===== config.mk =====
export PLATFORM = sky130hd
export DESIGN_NAME = muldiv_unit
export DESIGN_NICKNAME = d
export VERILOG_FILES = /design/src/rtl/muldiv_pkg.sv /design/src/rtl/muldiv_step.sv /design/src/rtl/muldiv_unit.sv
export SDC_FILE = /design/constraint.sdc
export NUM_CORES = 1
export LEC_CHECK = 0
export CORE_ASPECT_RATIO = 1.5
export CORE_UTILIZATION = 50
export DETAILED_ROUTE_END_ITERATION = 7
export GPL_TIMING_DRIVEN = 0
export PLACE_DENSITY = 0.72
export SETUP_SLACK_MARGIN = 0.3
export SLEW_MARGIN = 20
export SYNTH_ARGS = -nofsm -noshare
export SYNTH_HDL_FRONTEND = slang
export SYNTH_SLANG_ARGS = --single-unit

===== constraint.sdc =====
create_clock -name clk -period 3.6 [get_ports clk]
set_clock_uncertainty 0.2 [all_clocks]
set_input_delay 0.9 -clock clk [delete_from_list [all_inputs] [get_ports clk]]
set_output_delay 0.9 -clock clk [all_outputs]
set_load 0.01 [all_outputs]

===== src/rtl/muldiv_pkg.sv =====
// muldiv_pkg -- shared definitions for the iterative multiply/divide unit.
//   XLEN      : operand width (only 32 is supported)
//   OP_*      : operation encodings carried on the op port
//   state_t   : control FSM states
//   mag()     : magnitude of a value, treating it as signed only when asked
package muldiv_pkg;

   localparam int XLEN = 32;

   localparam logic [1:0] OP_MULT  = 2'b00;
   localparam logic [1:0] OP_MULTU = 2'b01;
   localparam logic [1:0] OP_DIV   = 2'b10;
   localparam logic [1:0] OP_DIVU  = 2'b11;

   typedef enum logic [1:0] {
      IDLE = 2'd0,
      CALC = 2'd1,
      FIX  = 2'd2,
      DONE = 2'd3
   } state_t;

   function automatic logic [XLEN-1:0] mag(input logic [XLEN-1:0] v, input logic is_signed);
      return (is_signed && v[XLEN-1]) ? -v : v;
   endfunction

endpackage


===== src/rtl/muldiv_step.sv =====
// muldiv_step -- one iteration of the shared multiply/divide datapath.
// Purely combinational.
//   is_div  : 1 = restoring-divide step, 0 = shift-add multiply step
//   acc_in  : {high, low} accumulator before the step
//   operand : multiplicand magnitude (multiply) or divisor magnitude (divide)
//   acc_out : accumulator after the step
// Multiply: low half starts as the multiplier; its LSB selects whether the
//   multiplicand is added into the high half, then the 65-bit {carry,acc}
//   shifts right one place.
// Divide: low half starts as the dividend; the accumulator shifts left one
//   place, a 33-bit trial subtract of the divisor decides the quotient bit,
//   which enters at the bottom of the low half.
module muldiv_step #(
   parameter int XLEN = 32
) (
   input  logic              is_div,
   input  logic [2*XLEN-1:0] acc_in,
   input  logic [XLEN-1:0]   operand,
   output logic [2*XLEN-1:0] acc_out
);

   logic [XLEN:0]   sum;
   logic [XLEN:0]   rem_sh;
   logic [XLEN+1:0] diff;
   logic            unused_diff_bit;

   always_comb begin
      sum    = {1'b0, acc_in[2*XLEN-1:XLEN]} + (acc_in[0] ? {1'b0, operand} : '0);
      rem_sh = acc_in[2*XLEN-1:XLEN-1];
      diff   = {1'b0, rem_sh} - {2'b00, operand};
      if (is_div) begin
         // A successful subtract always leaves a value below the divisor,
         // so the low XLEN bits hold the whole new remainder.
         if (diff[XLEN+1])
            acc_out = {rem_sh[XLEN-1:0], acc_in[XLEN-2:0], 1'b0};
         else
            acc_out = {diff[XLEN-1:0], acc_in[XLEN-2:0], 1'b1};
      end else begin
         acc_out = {sum, acc_in[XLEN-1:1]};
      end
   end

   assign unused_diff_bit = diff[XLEN];

endmodule


===== src/rtl/muldiv_unit.sv =====
// muldiv_unit -- iterative MIPS-style multiply/divide unit with HI/LO.
// Fixed 34-cycle latency: 32 CALC cycles, one FIX cycle that applies the
// sign correction and writes HI/LO, then a one-cycle DONE pulse.
// Ports:
//   clk, reset      : clock, synchronous active-high reset
//   start, op, A, B : launch an operation (sampled only while not busy)
//   mthi, mtlo      : write wdata to HI / LO (ignored while busy)
//   hilo_rd         : an mfhi/mflo is in decode
//   HI, LO          : architectural result registers
//   busy, done      : operation in flight / one-cycle completion pulse
//   stall           : pipeline freeze while busy and HI/LO or the unit is wanted
module muldiv_unit
   import muldiv_pkg::*;
#(
   parameter int XLEN = 32
) (
   input  logic            clk,
   input  logic            reset,
   input  logic            start,
   input  logic [1:0]      op,
   input  logic [XLEN-1:0] A,
   input  logic [XLEN-1:0] B,
   input  logic            mthi,
   input  logic            mtlo,
   input  logic [XLEN-1:0] wdata,
   input  logic            hilo_rd,
   output logic [XLEN-1:0] HI,
   output logic [XLEN-1:0] LO,
   output logic            busy,
   output logic            done,
   output logic            stall
);

   state_t            state, state_nxt;
   logic [4:0]        cnt;
   logic [2*XLEN-1:0] acc, acc_step;
   logic [XLEN-1:0]   hi_r, lo_r;
   logic [XLEN-1:0]   a_raw, b_mag;
   logic              is_div, b_zero, neg_q, neg_r;
   logic              op_signed;
   logic [2*XLEN-1:0] prod_fix;
   logic [XLEN-1:0]   q_fix, r_fix;

   muldiv_step #(.XLEN(XLEN)) u_step (
      .is_div  (is_div),
      .acc_in  (acc),
      .operand (b_mag),
      .acc_out (acc_step)
   );

   assign busy      = (state == CALC) || (state == FIX);
   assign done      = (state == DONE);
   assign stall     = busy & (hilo_rd | start | mthi | mtlo);
   assign HI        = hi_r;
   assign LO        = lo_r;
   assign op_signed = ~op[0];

   always_comb begin
      state_nxt = state;
      case (state)
         IDLE, DONE: state_nxt = start ? CALC : IDLE;
         CALC:       if (cnt == 5'd0) state_nxt = FIX;
         FIX:        state_nxt = DONE;
         default:    state_nxt = IDLE;
      endcase
   end

   // Sign correction applied on the FIX edge. For mult neg_q marks a
   // negative product; for div it marks a negative quotient.
   always_comb begin
      prod_fix = neg_q ? -acc : acc;
      q_fix    = neg_q ? -acc[XLEN-1:0] : acc[XLEN-1:0];
      r_fix    = neg_r ? -acc[2*XLEN-1:XLEN] : acc[2*XLEN-1:XLEN];
   end

   always_ff @(posedge clk) begin
      if (reset) begin
         state  <= IDLE;
         cnt    <= '0;
         acc    <= '0;
         hi_r   <= '0;
         lo_r   <= '0;
         a_raw  <= '0;
         b_mag  <= '0;
         is_div <= 1'b0;
         b_zero <= 1'b0;
         neg_q  <= 1'b0;
         neg_r  <= 1'b0;
      end else begin
         state <= state_nxt;
         if (!busy) begin
            if (mthi) hi_r <= wdata;
            if (mtlo) lo_r <= wdata;
            if (start) begin
               cnt    <= 5'd31;
               acc    <= {{XLEN{1'b0}}, mag(A, op_signed)};
               b_mag  <= mag(B, op_signed);
               a_raw  <= A;
               is_div <= op[1];
               b_zero <= (B == '0);
               neg_q  <= op_signed & (A[XLEN-1] ^ B[XLEN-1]);
               neg_r  <= op_signed & A[XLEN-1];
            end
         end
         if (state == CALC) begin
            acc <= acc_step;
            if (cnt != 5'd0) cnt <= cnt - 5'd1;
         end
         if (state == FIX) begin
            if (!is_div) begin
               {hi_r, lo_r} <= prod_fix;
            end else if (b_zero) begin
               // Divide by zero: raw dividend in HI, all-ones quotient, no sign fix.
               hi_r <= a_raw;
               lo_r <= '1;
            end else begin
               hi_r <= r_fix;
               lo_r <= q_fix;
            end
         end
      end
   end

endmodule


==> reports/summary.txt, run 1 <==
mapped cell area: 16600 um2
Final Hold Viols: 0
initial core utilization: 50.9%
GPL Wtd Cong: 1.03
Critical Path Sink Type: flip-flop
Num CTS Buffers: 22
DR vias: 19.1k
Worst EP required: 3840 ps
element type at the critical path start: flip-flop
total grt overflow: 0
# IOs: 171
Setup violations, final: 0
Async SR Flop Fraction: 0%
drt first pass iters: 6
WP data arrival: 3640 ps
initial DRC count: 1624
clk sinks: 203
RSZ-0062 raised after global routing: true
clk_lat worst skew: 570 ps
H-tree depth: 1
Max Clk Rate: 0.294 GHz
die area: 33900 um2
Final HPWL DP: 59600 um
Die Wd: 151 um
GRT Overall Usage: 44.6%
largest net degree at the start of global routing: 15
commonest non-fill, non-tap cell in the layout: nand2_1
number of enable flip-flop cells after synthesis: 0
worst slack, placed: -955 ps
Worst-path clk slew: 70 ps
Final Slew Violations: 0
R2R depth: 14
initial antenna violation count: 3
DRC: 0
total power: 13500 uW
Seq/Total Area, Yosys: 24.5%
max cap viols: 0
Reg area: 4070 um2
HP Class: flip-flop to flip-flop
Final ANT Viol Nets: 0
Multi-input gate area: 12200 um2
flop2flop setup slack: 190 ps
Pwr Density: 644 nW/um2
Cell Rows: 81
CTS root buffer: clkbuf_16
Die H: 225 um
Net Count, Synth: 2428
min Tclk post-route: 3410 ps
Seq cells post-synth: 203
share of cells above drive strength 1: 12.4%
clk buf depth: 3
final worst-path cycle share: 94.6%
Ys Warns: 0
Syn-to-layout area delta: 25.9%
Filler Cell Count: 3008
nets: 2674
DRT Wirelength: 76900 um
synthesized area per cell: 7.38 um2
Placeable Area: 32600 um2
Slew HR: 27.5%
outcome: finished, final reports clean
Port-buffer cells: 170
vias in the first global route: 18.2k
Mapped Cells: 2248
Least-Margin Pin Slew: 1090 ps
worst IR drop on VDD: 0.496 mV
first-pass GRT wire length: 111000 um
most frequent cells in the layout: nand2_1, a21oi_1, dfxtp_1
routed len/inst: 26.3 um
post-synth cell types: 92
critical path class: flip-flop to flip-flop
number of vias per cell: 6.52
Crit Path Max Fanout: 7
CTS tree: done
Hold Path Stages: 2
Main synth FF type: dfxtp_1
Pleak: 0.00783 uW
Final WS setup: 195 ps
-- cells by family after synthesis --
kind of cell / share of synthesized area (%)
AO/OA/AOI/OAI: 29.0
multiplexers: 3.48
flip-flops: 24.5
adder cells (fa/ha/maj): 5.82
buffers and inverters: 6.33
XOR/XNOR: 9.87
AND/OR/NAND/NOR: 21.0
-- synth_stat cells (all sizes together) (39+ instances only) --
cell	n	area (um2)
a211oi	58	435
a21oi	229	1150
clkbuf	137	528
dfxtp	203	4060
ha	74	926
inv	76	285
mux2i	51	510
nand2	291	1090
nor2	198	743
nor3	39	205
o211ai	49	373
o21ai	141	709
o221ai	40	350
xnor2	105	920
xor2	82	718
-- metal layers --
metal  global-route usage (%)  vias to the layer above  part of all wire (%)
met5                        0                        -                 0.017
met4                     45.2                        2                    12
met3                     8.32                      399                   7.3
met2                     75.3                     1053                    48
met1                     44.6                     8956                    33
li1                         -                     8663                     -
-- sequential cells by signal (all words and copies together), names as in the netlist --
register,count
acc,64
HI,32
LO,32
a_raw,32
b_mag,32
cnt,5
state,2
b_zero,1
is_div,1
neg_q,1
neg_r,1
-- where the power goes --
group	switching (uW)	leakage [uW]	internal (uW)	total, uW
Sequential	624	0.00167	2830	3450
Combinational	4740	0.00581	2880	7620
Clock	1060	0.000346	1320	2390
Total	6430	0.00783	7030	13500
-- per-stage QoR --
stage | cells | TNS [ps] | util [%] | instance area [um2] | hold slack [ps]
after floorplan | 2248 | 0 | - | 16600 | 232
after global placement | 2833 | -20910 | 57.7 | 18800 | 239
after detailed placement | 2833 | -22440 | 57.8 | 18900 | 246
after CTS | 2891 | 0 | 61.8 | 20200 | 255
after global routing | 2924 | 0 | 64.0 | 20900 | 271
final | 2927 | 0 | 64.1 | 20900 | 254
-- critical path: stages, from the launching register on --
cell and delay [ps]:
dfxtp_4 410, clkinv_8 100, buf_12 150, nor2_4 100, ha_4 240, a2111oi_4 370
o21ai_2 140, a32oi_2 210, buf_6 170, buf_4 120, a211oi_4 60, o31a_1 360
or3_4 390, a21oi_4 160, o31ai_1 90
-- layout make-up --
cell class / count / share of cell area (%)
flip-flops and latches: 203 / 19.5
plain buffers: 175 / 4.31
well taps: 415 / 2.48
clock buffers: 28 / 2.84
repair buffers: 221 / 10.3
multi-input cells: 1795 / 58.5
clock inverters: 11 / 0.688
diodes: 3 / 0.0359
inverters: 76 / 1.42
-- path summary, 6_finish.rpt --
kind | start | to
worst max-delay path | acc[0] | acc[62]
worst min-delay path | LO[17] | LO[17]
worst max register to register | acc[0] | acc[62]
worst min register to register | LO[17] | LO[17]
-- what timing repair did --
action / in CTS / in global routing
setup buffers: 16 / 30
hold buffers: 0 / 0
setup endpoints to repair: 80 / 84
pin swaps: 23 / 45
gates resized for setup: 121 / 138
cloned: 3 / 2
Power figures use the tool's default switching activity.
==> run 2: changes to the inputs <==
CORE_UTILIZATION = 30   (was 50)
CTS_CLUSTER_DIAMETER = 40   (was not set)
PLACE_DENSITY = not set   (was 0.72)
==> reports/summary.txt, run 2 (same netlist as run 1, synthesis figures left out) <==
Seq pwr share: 23.4% (was 25.6%)
clk buf depth: 3 (unchanged)
H-tree depth: 2 (was 1)
routed len/inst: 25.4 um (was 26.3 um)
sw frac: 45.8% (was 47.8%)
Final ANT Viol Nets: 0 (unchanged)
total grt overflow: 0 (unchanged)
Cell Rows: 105 (was 81)
Slew HR: 32.0% (was 27.5%)
Pleak: 0.00813 uW (was 0.00783 uW)
die area: 56300 um2 (was 33900 um2)
critical path class: flip-flop to flip-flop (unchanged)
Crit Path Max Fanout: 4 (was 7)
Int Power: 8030 uW (was 7030 uW)
Multi-input gate area: 12400 um2 (was 12200 um2)
Least-Margin Pin Slew: 1020 ps (was 1090 ps)
Placeable Area: 54700 um2 (was 32600 um2)
min Tclk post-route: 3320 ps (was 3410 ps)
final worst-path cycle share: 92.1% (was 94.6%)
initial antenna violation count: 0 (was 3)
largest net degree at the start of global routing: 14 (was 15)
number of vias per cell: 5.76 (was 6.52)
vias in the first global route: 18.6k (was 18.2k)
DRT Wirelength: 81900 um (was 76900 um)
initial DRC count: 1031 (was 1624)
Largest Register: acc (unchanged)
# IOs: 171 (unchanged)
clk sinks: 203 (unchanged)
Filler Cell Count: 5608 (was 3008)
Port-buffer cells: 170 (unchanged)
WP data arrival: 3500 ps (was 3640 ps)
most frequent cells in the layout: nand2_1, a21oi_1, dfxtp_1 (unchanged)
Syn-to-layout area delta: 31.9% (was 25.9%)
Reg area: 4080 um2 (was 4070 um2)
Num CTS Buffers: 36 (was 22)
GRT Overall Usage: 28.2% (was 44.6%)
slowest stage delay, CP: 390 ps (was 410 ps)
net load switching power: 6770 uW (was 6430 uW)
Final Util: 40.1% (was 64.1%)
CTS root buffer: clkbuf_16 (unchanged)
Worst EP required: 3780 ps (was 3840 ps)
worst path bufs/invs: 1 (was 4)
hold_ws: 258 ps (was 254 ps)
Die H: 290 um (was 225 um)
CP max stage cell: dfxtp_4 (unchanged)
element type at the critical path start: flip-flop (unchanged)
share of cells above drive strength 1: 13.6% (was 12.4%)
clk_lat worst skew: 550 ps (was 570 ps)
outcome: finished, final reports clean (unchanged)
Final WS setup: 284 ps (was 195 ps)
Critical Path Sink Type: flip-flop (unchanged)
max cap viols: 0 (unchanged)
drt first pass iters: 5 (was 6)
Clock Power Share: 24.9% (was 17.7%)
Worst-path clk slew: 60 ps (was 70 ps)
Comb pwr share: 51.7% (was 56.6%)
DR vias: 18.6k (was 19.1k)
Die Wd: 194 um (was 151 um)
worst IR drop on VDD: 0.323 mV (was 0.496 mV)
nets: 2683 (was 2674)
Final Hold Viols: 0 (unchanged)
hold buffers post-CTS: 0 (unchanged)
DRC: 0 (unchanged)
Final HPWL DP: 66000 um (was 59600 um)
Top delay family on crit path: compound AO/OA/AOI/OAI gates (unchanged)
worst-path cell chain: and2_1 -> ha_1 -> inv_1 -> fa_1 -> nand2b_1 -> a21oi_2 -> o2111ai_2 -> a31oi_4 -> o21ai_0 -> a31oi_1 -> mux2i_1 -> a21oi_1 (was clkinv_8 -> buf_12 -> nor2_4 -> ha_4 -> a2111oi_4 -> o21ai_2 -> a32oi_2 -> buf_6 -> buf_4 -> a211oi_4 -> o31a_1 -> or3_4 -> a21oi_4 -> o31ai_1)
CTS tree: done (unchanged)
worst slack, placed: -1020 ps (was -955 ps)
initial core utilization: 30.4% (was 50.9%)
placed instance area: 19200 um2 (was 18900 um2)
Max Clk Rate: 0.302 GHz (was 0.294 GHz)
max reg flops: 64 (unchanged)
Final Slew Violations: 0 (unchanged)
GPL Wtd Cong: 1.04 (was 1.03)
diode count: 0 (was 3)
first-pass GRT wire length: 119000 um (was 111000 um)
commonest non-fill, non-tap cell in the layout: nand2_1 (unchanged)
setup_tns: 0 ps (unchanged)
Setup violations, final: 0 (unchanged)
Pwr Density: 676 nW/um2 (was 644 nW/um2)
design area: 21900 um2 (was 20900 um2)
HP Class: flip-flop to flip-flop (unchanged)
RSZ-0062 raised after global routing: true (unchanged)
[run 2: changes by cell type in the layout (fill, tap and decap cells not counted), moves of 4 or more]
cell,previous run,this run
nor2_1,180,184
inv_6,0,4
inv_8,0,4
clkbuf_16,24,40
a31oi_4,1,5
nor2_2,13,9
[run 2: repair_timing]
| item | in CTS | in global routing |
|---|---|---|
| gates resized for setup | 141 | 143 |
| pin swaps | 22 | 51 |
| endpoints found under the setup margin | 88 | 76 |
| gates cloned | 0 | 1 |
| setup buffers | 16 | 29 |
[run 2: layout make-up]
class	count	area share, %
multi-input cells	1794	56.5
flip-flops and latches	203	18.6
repair buffers	217	9.59
clock buffers	44	4.58
plain buffers	175	4.11
well taps	695	3.97
inverters	76	1.35
clock inverters	22	1.25
[run 2: worst reg2reg max path, delay by kind of cell (launching register included)]
kind	cells	cell delay [ps]
compound gates	6	1330
fa+ha+maj	2	580
buf+inv	1	70
flops	1	390
mux	1	220
simple gates	2	360
[run 2: final timing paths]
path | start | endpoint | slack [ps] | cells after the start
setup / recovery | acc[0] | acc[61] | 280 | 12
hold reg to reg | LO[7] | LO[7] | 260 | 2
setup reg to reg | acc[0] | acc[61] | 280 | 12
hold / removal | LO[7] | LO[7] | 260 | 2
[run 2: power groups by stage]
stage | combinational (uW) | sequential [uW] | clock [uW]
after floorplan | 4260 | 3290 | 0
after global placement | 6830 | 3460 | 0
after detailed placement | 6910 | 3470 | 0
after CTS | 7210 | 3440 | 3690
after global routing | 8220 | 3500 | 3810
final | 7640 | 3460 | 3690
[run 2: through the flow]
stage	instances	total power, uW
detailed placement	3114	10400
global route	3226	15500
floorplan	2248	7560
finish	3226	14800
global placement	3113	10300
CTS	3196	14300
[run 2: per-layer routing]
layer | vias up | wire length (um) | GRT usage (%)
li1 | 8703 | - | -
met1 | 8898 | 28500 | 28.2
met2 | 724 | 41100 | 51.7
met3 | 265 | 4020 | 3.03
met4 | 0 | 8210 | 24.4
met5 | - | 0 | 0
==> run 3: changes to the inputs <==
ABC_AREA = 1   (was not set)
MAX_ROUTING_LAYER = met4   (was not set)
==> reports/summary.txt, run 3 <==
largest family of logic cells by synthesized area: simple AND/OR/NAND/NOR gates (was compound AO/OA/AOI/OAI gates)
Final Hold Viols: 0 (unchanged)
Num CTS Buffers: 28 (was 36)
Final HPWL DP: 86400 um (was 66000 um)
R2R depth: 14 (was 12)
post-synthesis xor/xnor area fraction: 2.23% (was 9.87%)
total grt overflow: 0 (unchanged)
Comb pwr share: 56.8% (was 51.7%)
Port-buffer cells: 169 (was 170)
outcome: finished with violations (was finished, final reports clean)
min Tclk post-route: 3340 ps (was 3320 ps)
final non-filler cell total: 4376 (was 3226)
placed instance area: 21500 um2 (was 19200 um2)
Clock Power Share: 19.4% (was 24.9%)
DR vias: 23.9k (was 18.6k)
Main synth FF type: dfxtp_1 (unchanged)
commonest non-fill, non-tap cell in the layout: nand2_1 (unchanged)
post-synth cell types: 47 (was 92)
die area: 63800 um2 (was 56300 um2)
Ys Warns: 0 (unchanged)
final worst-path cycle share: 92.8% (was 92.1%)
Die H: 309 um (was 290 um)
CTS root buffer: clkbuf_16 (unchanged)
Final Util: 36.5% (was 40.1%)
Int Power: 7070 uW (was 8030 uW)
DRT Wirelength: 107000 um (was 81900 um)
Final ANT Viol Nets: 0 (unchanged)
area leader, netlist: dfxtp_1 (unchanged)
complex-gate fraction of the synthesized area: 23.2% (was 29.0%)
Setup violations, final: 0 (unchanged)
max cap viols: 0 (unchanged)
Syn-to-layout area delta: 20.3% (was 31.9%)
Placeable Area: 62100 um2 (was 54700 um2)
setup_tns: 0 ps (unchanged)
CTS tree: done (unchanged)
largest net degree at the start of global routing: 15 (was 14)
share of cells above drive strength 1: 4.73% (was 13.6%)
Pleak: 0.0106 uW (was 0.00813 uW)
clk buf depth: 3 (unchanged)
max reg flops: 64 (unchanged)
failing checks: DRC
RSZ-0062 raised after global routing: true (unchanged)
worst IR drop on VDD: 0.421 mV (was 0.323 mV)
Seq/Total Area, Yosys: 21.6% (was 24.5%)
Final WS setup: 259 ps (was 284 ps)
most frequent cells in the layout: nand2_1, inv_1, a21oi_1 (was nand2_1, a21oi_1, dfxtp_1)
Max Clk Rate: 0.299 GHz (was 0.302 GHz)
design area: 22700 um2 (was 21900 um2)
routed len/inst: 24.4 um (was 25.4 um)
flop2flop setup slack: 260 ps (was 280 ps)
cell total after placement: 4320 (was 3114)
synthesized area per cell: 5.62 um2 (was 7.38 um2)
sw frac: 53.0% (was 45.8%)
initial DRC count: 1996 (was 1031)
mux share of post-synthesis cell area: 0% (was 3.48%)
initial core utilization: 30.3% (was 30.4%)
drt first pass iters: 8 (was 5)
element type at the critical path start: flip-flop (unchanged)
Seq pwr share: 23.8% (was 23.4%)
nets: 3736 (was 2683)
clk_lat worst skew: 600 ps (was 550 ps)
WP data arrival: 3600 ps (was 3500 ps)
net load switching power: 7970 uW (was 6770 uW)
Seq cells post-synth: 203 (unchanged)
Slew HR: 21.1% (was 32.0%)
Async SR Flop Fraction: 0% (unchanged)
mapped cell area: 18800 um2 (was 16600 um2)
initial antenna violation count: 2 (was 0)
Least-Margin Pin Slew: 1180 ps (was 1020 ps)
GRT Overall Usage: 34.1% (was 28.2%)
H-tree depth: 1 (was 2)
Mapped Cells: 3353 (was 2248)
clk sinks: 203 (unchanged)
DRC: 14 (was 0)
worst slack, placed: -413 ps (was -1020 ps)
vias in the first global route: 23.2k (was 18.6k)
Synth top area share: 21.6% (was 24.5%)
Filler Cell Count: 7097 (was 5608)
Crit Path Max Fanout: 7 (was 4)
first-pass GRT wire length: 151000 um (was 119000 um)
number of vias per cell: 5.46 (was 5.76)
Cell Rows: 112 (was 105)
Die Wd: 207 um (was 194 um)
Worst-path clk slew: 60 ps (about the same)
Largest Register: acc (unchanged)
number of enable flip-flop cells after synthesis: 0 (unchanged)
top post-synthesis cells by area: dfxtp_1, nand2_1, a21oi_1, inv_1, o21ai_0 (was dfxtp_1, a21oi_1, nand2_1, ha_1, xnor2_1)
# IOs: 171 (unchanged)
Pwr Density: 664 nW/um2 (was 676 nW/um2)
Critical Path Sink Type: flip-flop (unchanged)
Hold Path Stages: 2 (unchanged)
most numerous cell in the Yosys netlist: nand2_1 (unchanged)
critical path class: flip-flop to flip-flop (unchanged)
Simple-Gate Fraction of Synth Area: 35.4% (was 21.0%)
Final Slew Violations: 0 (unchanged)
GPL Wtd Cong: 1.09 (was 1.04)
Post-synth top cells: nand2_1, inv_1, a21oi_1, o21ai_0, nor2_1 (was nand2_1, a21oi_1, dfxtp_1, nor2_1, clkbuf_1)
post-synthesis adder-cell area fraction: 5.13% (was 5.82%)
HP Class: flip-flop to flip-flop (unchanged)
Net Count, Synth: 3533 (was 2428)
Worst EP required: 3860 ps (was 3780 ps)
[run 3: stage by stage]
| step | total power, uW | hold slack, ps |
|---|---|---|
| 5_1_grt | 15800 | 300 |
| 2_1_floorplan | 8160 | 224 |
| 4_1_cts | 14700 | 275 |
| 3_5_place_dp | 11800 | 266 |
| 3_3_place_gp | 11800 | 253 |
| 6_report | 15000 | 271 |
[run 3: power by group through the flow]
stage | registers (uW) | clock network (uW) | logic [uW]
6_report | 3580 | 2920 | 8530
5_1_grt | 3590 | 3030 | 9220
4_1_cts | 3540 | 2920 | 8230
3_5_place_dp | 3580 | 0 | 8190
3_3_place_gp | 3590 | 0 | 8170
2_1_floorplan | 3300 | 0 | 4860
[run 3: final cells by class]
class	instances	area, um2	area share [%]
inverters	465	1750	7.72
clock buffers	33	749	3.31
diodes	2	5.00	0.0221
flip-flops and latches	203	4080	18.0
plain buffers	147	628	2.77
repair buffers	173	1730	7.64
clock inverters	17	208	0.917
multi-input cells	2538	12500	55.2
well taps	798	998	4.41
[run 3: timing repair]
action | in CTS | in global routing
pin swaps | 0 | 1
hold buffers | 0 | 0
buffers inserted | 0 | 4
endpoints found under the setup margin | 19 | 25
resized for setup | 20 | 37
endpoints found under the hold margin | 0 | 0
[run 3: worst max-delay path, stage by stage, from the launching register on]
cell,delay (ps)
dfxtp_1,400
clkbuf_1,670
nor2_1,180
nand2_1,200
inv_1,90
nand3_1,250
inv_2,100
nand2_1,170
nand2_1,130
a21oi_1,170
o21ai_0,100
nand2_1,90
nand2_2,200
nand2_1,170
a21oi_1,70
[run 3: path summary, 6_finish.rpt]
check,startpoint,endpoint
worst max-delay path,acc[38],HI[20]
worst min-delay path,a_raw[16],a_raw[16]
worst max register to register,acc[38],HI[20]
worst min register to register,a_raw[16],a_raw[16]
[run 3: logic make-up (layout without fill, tap and decap cells)]
family                   count (synthesis)  count (layout)
XOR/XNOR                                48              48
AO/OA/AOI/OAI                          832             832
other                                    0               2
adder cells (fa/ha/maj)                 76              76
flip-flops                             203             203
buffers and inverters                  612             835
AND/OR/NAND/NOR                       1582            1582
[run 3: metal layers]
metal  global-route usage [%]  routed length, um  up-vias
li1                         -                  -    11396
met1                     33.5              36800    11022
met2                     57.5              52100      984
met3                     4.20               5420      481
met4                     32.6              12300        0
met5                        -                  0        -
